[config.mk]
export PLATFORM = sky130hd
export DESIGN_NAME = fp_special_result_merge
export DESIGN_NICKNAME = d
export VERILOG_FILES = /design/src/rtl/fp_special_result_merge_pkg.sv /design/src/rtl/fp_special_result_merge_flag_fifo.sv /design/src/rtl/fp_special_result_merge.sv
export SDC_FILE = /design/constraint.sdc
export NUM_CORES = 1
export LEC_CHECK = 0
export ABC_AREA = 1
export CAP_MARGIN = 30
export CELL_PAD_IN_SITES_DETAIL_PLACEMENT = 1
export CELL_PAD_IN_SITES_GLOBAL_PLACEMENT = 1
export CORE_MARGIN = 2
export CORE_UTILIZATION = 40
export CTS_CLUSTER_SIZE = 30
export DETAILED_ROUTE_END_ITERATION = 12
export PLACE_DENSITY = 0.9
export SLEW_MARGIN = 10
export SYNTH_ARGS = -nofsm -noshare
export SYNTH_HDL_FRONTEND = slang
export SYNTH_SLANG_ARGS = --single-unit
[constraint.sdc]
create_clock -name clk -period 5.5 [get_ports clk]
set_input_delay 1.1 -clock clk [delete_from_list [all_inputs] [get_ports clk]]
set_output_delay 1.1 -clock clk [all_outputs]
set_load 0.01 [all_outputs]
[src/rtl/fp_special_result_merge_pkg.sv]
// fp_special_result_merge_pkg: canonical FP constants, flag FIFO entry type and flag bit indices.
package fp_special_result_merge_pkg;
  localparam int FP_WIDTH = 32;
  localparam int FP_EXP_WIDTH = 8;
  localparam int FP_SIG_WIDTH = 23;
  localparam logic [FP_WIDTH-1:0] QNAN = {1'b0, {FP_EXP_WIDTH{1'b1}}, 1'b1, {(FP_SIG_WIDTH-1){1'b0}}};
  localparam logic [FP_WIDTH-1:0] PINF = {1'b0, {FP_EXP_WIDTH{1'b1}}, {FP_SIG_WIDTH{1'b0}}};
  localparam logic [FP_WIDTH-1:0] NINF = {1'b1, {FP_EXP_WIDTH{1'b1}}, {FP_SIG_WIDTH{1'b0}}};
  localparam logic [FP_WIDTH-1:0] PZERO = '0;
  localparam logic [FP_WIDTH-1:0] NZERO = {1'b1, {(FP_WIDTH-1){1'b0}}};
  localparam int FLAG_W = 11;
  localparam int F_NAN = 10;
  localparam int F_PINF = 9;
  localparam int F_NINF = 8;
  localparam int F_A_PZ = 7;
  localparam int F_A_NZ = 6;
  localparam int F_B_PZ = 5;
  localparam int F_B_NZ = 4;
  localparam int F_C_PZ = 3;
  localparam int F_C_NZ = 2;
  localparam int F_PROD_SIGN = 1;
  localparam int F_C_SIGN = 0;
  typedef struct packed {
    logic nan;
    logic pinf;
    logic ninf;
    logic a_pz;
    logic a_nz;
    logic b_pz;
    logic b_nz;
    logic c_pz;
    logic c_nz;
    logic prod_sign;
    logic c_sign;
  } flags_t;
endpackage

[src/rtl/fp_special_result_merge_flag_fifo.sv]
// fp_special_flag_fifo: in-order DEPTH-entry flag FIFO with occupancy count; pushes when full and pops when empty are dropped.
module fp_special_flag_fifo
  import fp_special_result_merge_pkg::*;
#(
  parameter int DEPTH = 4
) (
  input  logic   clk,
  input  logic   rst,
  input  logic   push,
  input  logic   pop,
  input  flags_t din,
  output flags_t dout,
  output logic   full,
  output logic   empty
);
  localparam int AW = $clog2(DEPTH);
  localparam int CW = $clog2(DEPTH + 1);
  logic [AW-1:0] wr_ptr_q, wr_ptr_d, rd_ptr_q, rd_ptr_d;
  logic [CW-1:0] cnt_q, cnt_d;
  logic push_ok, pop_ok;
  flags_t mem_q [DEPTH];
  assign full  = cnt_q == CW'(DEPTH);
  assign empty = cnt_q == '0;
  assign dout  = mem_q[rd_ptr_q];
  always_comb begin
    push_ok  = push & ~full;
    pop_ok   = pop & ~empty;
    wr_ptr_d = push_ok ? wr_ptr_q + 1'b1 : wr_ptr_q;
    rd_ptr_d = pop_ok ? rd_ptr_q + 1'b1 : rd_ptr_q;
    cnt_d    = cnt_q + CW'(push_ok) - CW'(pop_ok);
  end
  always_ff @(posedge clk) begin
    if (rst) begin
      wr_ptr_q <= '0;
      rd_ptr_q <= '0;
      cnt_q    <= '0;
    end else begin
      wr_ptr_q <= wr_ptr_d;
      rd_ptr_q <= rd_ptr_d;
      cnt_q    <= cnt_d;
    end
  end
  always_ff @(posedge clk) if (push_ok) mem_q[wr_ptr_q] <= din;
endmodule

[src/rtl/fp_special_result_merge.sv]
// fp_special_result_merge: overrides FMA results with canonical NaN/Inf/signed-zero from queued detector flags.
// Optional out_invalid port under `FP_SPECIAL_INVALID_FLAG_EN.
module fp_special_result_merge
  import fp_special_result_merge_pkg::*;
#(
  parameter int WIDTH     = FP_WIDTH,
  parameter int EXP_WIDTH = FP_EXP_WIDTH,
  parameter int SIG_WIDTH = FP_SIG_WIDTH,
  parameter int DEPTH     = 4
) (
  input  logic             clk,
  input  logic             rst,
  input  logic             iss_valid,
  output logic             iss_ready,
  input  logic             aIsPZero,
  input  logic             aIsNZero,
  input  logic             bIsPZero,
  input  logic             bIsNZero,
  input  logic             cIsPZero,
  input  logic             cIsNZero,
  input  logic             setResultNaN,
  input  logic             setResultPInf,
  input  logic             setResultNInf,
  input  logic             prod_sign,
  input  logic             c_sign,
  input  logic             dp_valid,
  input  logic [WIDTH-1:0] dp_result,
  output logic             dp_ready,
  output logic             out_valid,
  output logic [WIDTH-1:0] out_result,
  output logic             out_special,
`ifdef FP_SPECIAL_INVALID_FLAG_EN
  output logic             out_invalid,
`endif
  input  logic             out_ready
);
  localparam logic [WIDTH-1:0] QNAN_C = {1'b0, {EXP_WIDTH{1'b1}}, 1'b1, {(SIG_WIDTH-1){1'b0}}};
  localparam logic [WIDTH-1:0] PINF_C = {1'b0, {EXP_WIDTH{1'b1}}, {SIG_WIDTH{1'b0}}};
  localparam logic [WIDTH-1:0] NINF_C = {1'b1, {EXP_WIDTH{1'b1}}, {SIG_WIDTH{1'b0}}};
  flags_t iss_flags, head;
  logic full, empty, push, pop;
  logic pz, cz, inf, invalid, is_nan, special;
  logic [WIDTH-1:0] res;
  logic out_valid_q, out_valid_d, out_special_q, out_special_d, out_invalid_q, out_invalid_d;
  logic [WIDTH-1:0] out_result_q, out_result_d;
  assign iss_flags = '{nan: setResultNaN, pinf: setResultPInf, ninf: setResultNInf,
                       a_pz: aIsPZero, a_nz: aIsNZero, b_pz: bIsPZero, b_nz: bIsNZero,
                       c_pz: cIsPZero, c_nz: cIsNZero, prod_sign: prod_sign, c_sign: c_sign};
  assign iss_ready = ~full;
  assign dp_ready  = ~empty & (~out_valid_q | out_ready);
  assign push      = iss_valid & iss_ready;
  assign pop       = dp_valid & dp_ready;
  fp_special_flag_fifo #(.DEPTH(DEPTH)) u_fifo (
    .clk(clk), .rst(rst), .push(push), .pop(pop),
    .din(iss_flags), .dout(head), .full(full), .empty(empty)
  );
  // Invalid covers Inf-Inf and 0*Inf; a propagated input NaN is not an invalid operation.
  always_comb begin
    pz            = head.a_pz | head.a_nz | head.b_pz | head.b_nz;
    cz            = head.c_pz | head.c_nz;
    inf           = head.pinf | head.ninf;
    invalid       = (head.pinf & head.ninf) | (inf & pz);
    is_nan        = head.nan | invalid;
    special       = is_nan | inf | (pz & cz);
    res           = is_nan ? QNAN_C :
                    head.pinf ? PINF_C :
                    head.ninf ? NINF_C :
                    (pz & cz) ? {head.prod_sign & head.c_sign, {(WIDTH-1){1'b0}}} : dp_result;
    out_valid_d   = pop ? 1'b1 : (out_ready ? 1'b0 : out_valid_q);
    out_result_d  = pop ? res : out_result_q;
    out_special_d = pop ? special : out_special_q;
    out_invalid_d = pop ? invalid : out_invalid_q;
  end
  always_ff @(posedge clk) begin
    if (rst) begin
      out_valid_q   <= 1'b0;
      out_result_q  <= '0;
      out_special_q <= 1'b0;
      out_invalid_q <= 1'b0;
    end else begin
      out_valid_q   <= out_valid_d;
      out_result_q  <= out_result_d;
      out_special_q <= out_special_d;
      out_invalid_q <= out_invalid_d;
    end
  end
  assign out_valid   = out_valid_q;
  assign out_result  = out_result_q;
  assign out_special = out_special_q;
`ifdef FP_SPECIAL_INVALID_FLAG_EN
  assign out_invalid = out_invalid_q;
`else
  logic unused_invalid;
  assign unused_invalid = out_invalid_q;
`endif
endmodule

==> metrics.yaml, run 1 <==
fp.dieArea_mm2: 0.00919
yosysTopAreaCell: "edfxtp_1"
hold_violations: 0
grt_busiest_layer: "met2"
syn-cell-area_mm2: 0.00337
place_area_mm2: 0.00423
yosys_warnings: 0
clk_latency_ns: 0.37
syn_area_per_cell_um2: 10.3
report.final.slew_viol_count: 0
use_met2_pct: 36.7
synth-seq-cells: 87
skew_ns: 0.0195
seqCellArea_mm2: 0.00218
finalPower_mw: 1.75
fp.coreArea_mm2: 0.00822
multi_input_area_um2: 973
route.vias.total: 2645
synthDistinctLibCells: 24
cts_tree: "done"
path_delay_family: "buffers and inverters"
worstPathCellList: "clkdlybuf4s50_1 > inv_1 > nand2_1 > nand2_1 > inv_1 > clkdlybuf4s50_1"
peakVddDrop_v: 0.000220
tns_ns: 0
clkTransAtPathRegs_ns: 0.08
synthCells: 327
worstMarginPinSlew_ns: 0.745
met3_usage_pct: 4.54
clockBufferDepth: 2
hold_buffers: 0
final-instance-count-excl-fill: 521
cts_buffers: 9
holdWs_ns: 0.468
setup_ws_ns: 2.04
antennaDiodeCount: 0
setup_viol: 0
ioPinCount: 84
final.period_utilization_pct: 62.9
nFillCells: 890
cts_htree_levels: 3
max_freq_mhz: 289
grt_max_degree: 34
totalWireLength_um: 9230
synthTopCellsByCount: "nand2_1 (58), edfxtp_1 (44), nand3_1 (44), dfxtp_1 (43), a21oi_1 (37)"
globalplace.congestion: 0.733
grt_util_all_layers_pct: 20.6
vias_per_cell: 5.08
fp.dieW_um: 95.9
utilization_pct: 54.3
synth_ff_type: "edfxtp_1"
yosys-top-cells-area: "edfxtp_1 (39%), dfxtp_1 (26%), nand3_1 (6.5%)"
critPathMaxStageDelay_ns: 0.53
synth_nets: 382
p_per_area_mw_per_mm2: 392
maxCapViolCount: 0
grt_pass1_vias: 2820
crit_arrival_ns: 2.36
postCtsSetupBuffers: 0
setup.worst_path.class: "in2out"
async_flop_share_pct: 0
fin_nets: 466
grt_pass1_wl_um: 13900
rows: 33
timing.final.crit_period_ns: 3.46
startpoint_type: "primary input"
rsz0062_at_grt: "no"
dp_hpwl_um: 6240
hp-class: "reg2reg"
outcome: "finished, final reports clean"
die_h_um: 95.9
io_buffers: 83
synth_edf_count: 44
synth.most_common_cell: "nand2_1"
initial_utilization_pct: 41.1
required_ns: 4.40
yosysSeqAreaShare_pct: 64.7
dp_cells: 501
root_buffer: "clkbuf_8"
drc: 0
end_kind: "output pin"
cts_sinks: 87
drive_gt1_share_pct: 6.97
worst-path-buf-inv: 4
finalInstanceArea_mm2: 0.00447
dr.pass1.iters: 4
dp_slack_ns: 1.92
grtUsageMet1_pct: 23.7
post_cts_resized: 0
relSlewSlack_pct: 50.2
drtIter0Drc: 120
critPathMaxFanout: 2
cp_slowest_cell: "clkdlybuf4s50_1"
total_leakage_power_nw: 1.64
ant_nets: 0
area_growth_pct: 32.3
synth_top_area_share_pct: 39.2
overflow: 0
antenna_found_initial: 0
avgRoutedWirePerCell_um: 17.7
## final cells by class
| cell class | count | area share (%) |
|---|---|---|
| flip-flops and latches | 87 | 48.9 |
| inverters | 28 | 2.35 |
| repair buffers | 88 | 19.5 |
| clock buffers | 10 | 2.86 |
| well taps | 105 | 2.94 |
| clock inverters | 6 | 1.65 |
| multi-input cells | 197 | 21.8 |
## path summary, 6_finish.rpt
check / startpoint / endpoint / slack (ns) / depth (start not counted)
min reg2reg: out_result[31] / out_result[31] / 0.47 / 2
max reg2reg: u_fifo.cnt_q[1] / u_fifo.cnt_q[2] / 2.97 / 12
min: out_result[31] / out_result[31] / 0.47 / 2
max: out_ready / dp_ready / 2.04 / 6
## worst reg2reg max path: stages, from the launching register on
cell and delay [ns]:
dfxtp_1 0.42, inv_1 0.09, nand3b_1 0.11, nand2_1 0.09, nor2_2 0.48, ha_1 0.34
inv_1 0.06, ha_1 0.14, inv_1 0.04, fa_1 0.36, inv_1 0.09, o21ai_0 0.09
a21oi_1 0.14
## layout by cell type, fill, tap and decap left out, drive strengths merged, types with 5 or more instances in the layout
cell           netlist  routed
clkdlybuf4s50        0      83
nand2               62      62
nand3               44      44
edfxtp              44      44
dfxtp               43      43
a21oi               37      37
inv                 28      32
nor2                27      27
o21ai               14      14
clkbuf               6      10
ha                   6       6
buf                  9       5
## logic make-up (layout without fill, tap and decap cells)
kind of cell               after synthesis  in the layout  share of synthesized area, %
DFF                                     87             87                          64.7
AOI/OAI and AO/OA                       53             53                          7.97
and+or+nand+nor                        136            136                          17.8
xor gates and xnor gates                 1              1                         0.260
adders and majority gates                7              7                          2.82
buffers and inverters                   43            132                          6.49
## power breakdown
group / internal, mW / leakage (nW) / switching, mW
combinational: 0.185 / 0.780 / 0.296
clock: 0.218 / 0.102 / 0.241
sequential: 0.767 / 0.753 / 0.0450
## per-layer routing
layer	part of all wire, %	wire [um]	up-vias
li1	-	-	1265
met1	40	3670	1286
met2	53	4930	67
met3	3.4	310	27
met4	3.4	318	0
met5	0	0	-
## state kept, by name (all words and copies together), names as in the netlist, named ones only
register	count
u_fifo.rd_ptr_q	2
u_fifo.cnt_q	3
out_result	32
u_fifo.wr_ptr_q	2
out_special	1
out_valid	1
u_fifo.mem_q	44
Power figures use the tool's default switching activity.
==> run 2, diff against run 1 <==
--- a/config.mk
+++ b/config.mk
@@ -10,10 +10,10 @@
 export CELL_PAD_IN_SITES_DETAIL_PLACEMENT = 1
 export CELL_PAD_IN_SITES_GLOBAL_PLACEMENT = 1
 export CORE_MARGIN = 2
-export CORE_UTILIZATION = 40
+export CORE_UTILIZATION = 34
 export CTS_CLUSTER_SIZE = 30
 export DETAILED_ROUTE_END_ITERATION = 12
-export PLACE_DENSITY = 0.9
+export PLACE_DENSITY = 0.82
 export SLEW_MARGIN = 10
 export SYNTH_ARGS = -nofsm -noshare
 export SYNTH_HDL_FRONTEND = slang
==> constraint.sdc (replaced) <==
create_clock -name clk -period 3 [get_ports clk]
set_input_delay 0.6 -clock clk [delete_from_list [all_inputs] [get_ports clk]]
set_output_delay 0.6 -clock clk [all_outputs]
set_load 0.01 [all_outputs]
==> run 2 against run 1 <==
Compared with the run above: cell count rose by 5.8%; wire length fell by 7.5%; clock skew fell by 0.0059 ns; flip-flop and latch count did not move; critical path depth did not move; total power rose by 79%; setup slack got worse by 1.5 ns; via count fell by 1.9%; first-iteration DRC count fell by 36%; critical path type unchanged; die area rose by 17%; largest cell class unchanged.
==> metrics.yaml, run 2 (synthesized netlist as in run 1, its figures left out) <==
finalInstanceArea_mm2: 0.00450  # +0.87%
max_freq_mhz: 408
timing.final.crit_period_ns: 2.45
largest_reg_flops: 44  # unchanged
r2r_slack_ns: 0.96  # -2.01 ns
avgRoutedWirePerCell_um: 15.5  # -13%
area_growth_pct: 33.5
hp-start: "out_result[17]"
post_cts_resized: 0  # unchanged
worstMarginPinSlew_ns: 0.444  # -0.301 ns
globalplace.congestion: 0.757  # +3.3%
totalWireLength_um: 8530  # -7.5%
fp.dieArea_mm2: 0.0107  # +17%
overflow: 0  # unchanged
skew_ns: 0.0135  # -0.00593 ns
ioPinCount: 84  # unchanged
die_h_um: 104  # +8.1%
tns_ns: 0  # unchanged
rsz0062_at_grt: "no"
cts_htree_levels: 3  # unchanged
root_buffer: "clkbuf_8"
fin_nets: 468  # +0.43%
fp.coreArea_mm2: 0.00968  # +18%
required_ns: 2.40  # -2.00 ns
clk_latency_ns: 0.35  # -0.02 ns
worstReg2RegEnd: "out_result[2]"
grt_util_all_layers_pct: 16.6  # -4.0 points
cts_sinks: 87  # unchanged
final-instance-count-excl-fill: 551  # +5.8%
maxCapViolCount: 0  # unchanged
hold_buffers: 0  # unchanged
relSlewSlack_pct: 70.4  # +20 points
dp_hpwl_um: 5990  # -3.9%
antennaDiodeCount: 0  # unchanged
cts_buffers: 9  # unchanged
dr.pass1.iters: 4  # unchanged
dp_slack_ns: 0.411  # -1.51 ns
min_path_cells: 2  # unchanged
antenna_found_initial: 0  # unchanged
initial_utilization_pct: 34.8  # -6.2 points
setup_viol: 0  # unchanged
final.period_utilization_pct: 81.7
hold_violations: 0  # unchanged
clkTransAtPathRegs_ns: 0.08  # about the same
total_leakage_power_nw: 1.65  # +0.65%
drive_gt1_share_pct: 7.42  # +0.45 points
drtIter0Drc: 77  # -36%
finalPower_mw: 3.14  # +79%
utilization_pct: 46.5  # -7.8 points
peakVddDrop_v: 0.000340  # +55%
holdWs_ns: 0.467  # -0.00125 ns
final_cell_mix: "clkdlybuf4s50_1 (83), nand2_1 (58), nand3_1 (44), edfxtp_1 (44), dfxtp_1 (43)"
clockBufferDepth: 2  # unchanged
rows: 36  # +9.1%
postCtsSetupBuffers: 0  # unchanged
vias_per_cell: 4.71  # -7.3%
cts_tree: "done"
report.final.slew_viol_count: 0  # unchanged
critPathMaxFanout: 2  # unchanged
fp.dieW_um: 104  # +8.1%
worst-r2r-cell-count: 9  # -3
whs_endpoint: "out_result[17]"
nFillCells: 1081  # +21%
grt_max_degree: 34  # unchanged
setup_ws_ns: 0.548  # -1.49 ns
grt_pass1_wl_um: 14100  # +0.90%
top_register: "u_fifo.mem_q"
drc: 0  # unchanged
hp-class: "reg2reg"
p_per_area_mw_per_mm2: 697  # +78%
ant_nets: 0  # unchanged
crit_arrival_ns: 1.85  # -0.51 ns
setup.worst_path.class: "in2out"
io_buffers: 83  # unchanged
end_kind: "output pin"
startpoint_type: "primary input"
outcome: "finished, final reports clean"
grt_pass1_vias: 2790  # -1.1%
dp_cells: 535  # +6.8%
place_area_mm2: 0.00431  # +1.9%
final_common_cell: "clkdlybuf4s50_1"
route.vias.total: 2594  # -1.9%
run 2: layout make-up:
class	instances	area (um^2)	share of cell area (%)
clock inverter	2	11.3	0.250
multi-input combinational	197	973	21.6
clock buffer	14	183	4.06
timing repair buffer	90	883	19.6
sequential	87	2180	48.4
inverter	28	105	2.33
tap	133	166	3.69
run 2: power breakdown:
part | internal (mW) | leakage [nW] | switching (mW) | total (mW)
registers | 1.41 | 0.753 | 0.0809 | 1.49
logic | 0.345 | 0.789 | 0.523 | 0.868
clock network | 0.392 | 0.103 | 0.392 | 0.784
run 2: routing by layer:
| metal | GRT usage (%) | share of wire (%) | wire [um] |
|---|---|---|---|
| met2 | 28.6 | 53 | 4510 |
| met1 | 19.8 | 43 | 3650 |
| met3 | 3.21 | 2.5 | 210 |
| met5 | 0 | 0 | 0 |
| met4 | 8.20 | 1.8 | 154 |
run 2: how the worst max path moves through the flow:
stage	from	endpoint	slack, ns	cells after the start
finish	out_ready	dp_ready	0.55	6
global route	out_ready	dp_ready	0.49	6
CTS	out_ready	dp_ready	0.54	6
detailed placement	out_ready	u_fifo.cnt_q[2]	0.41	13
global placement	out_ready	u_fifo.cnt_q[2]	0.48	13
floorplan	out_ready	u_fifo.cnt_q[2]	0.71	13
run 2: worst max-delay path: stages:
cell and delay [ns]:
clkdlybuf4s50_1 0.45, inv_1 0.04, nand2_1 0.08, nand2_1 0.09, inv_1 0.06, clkdlybuf4s50_1 0.53
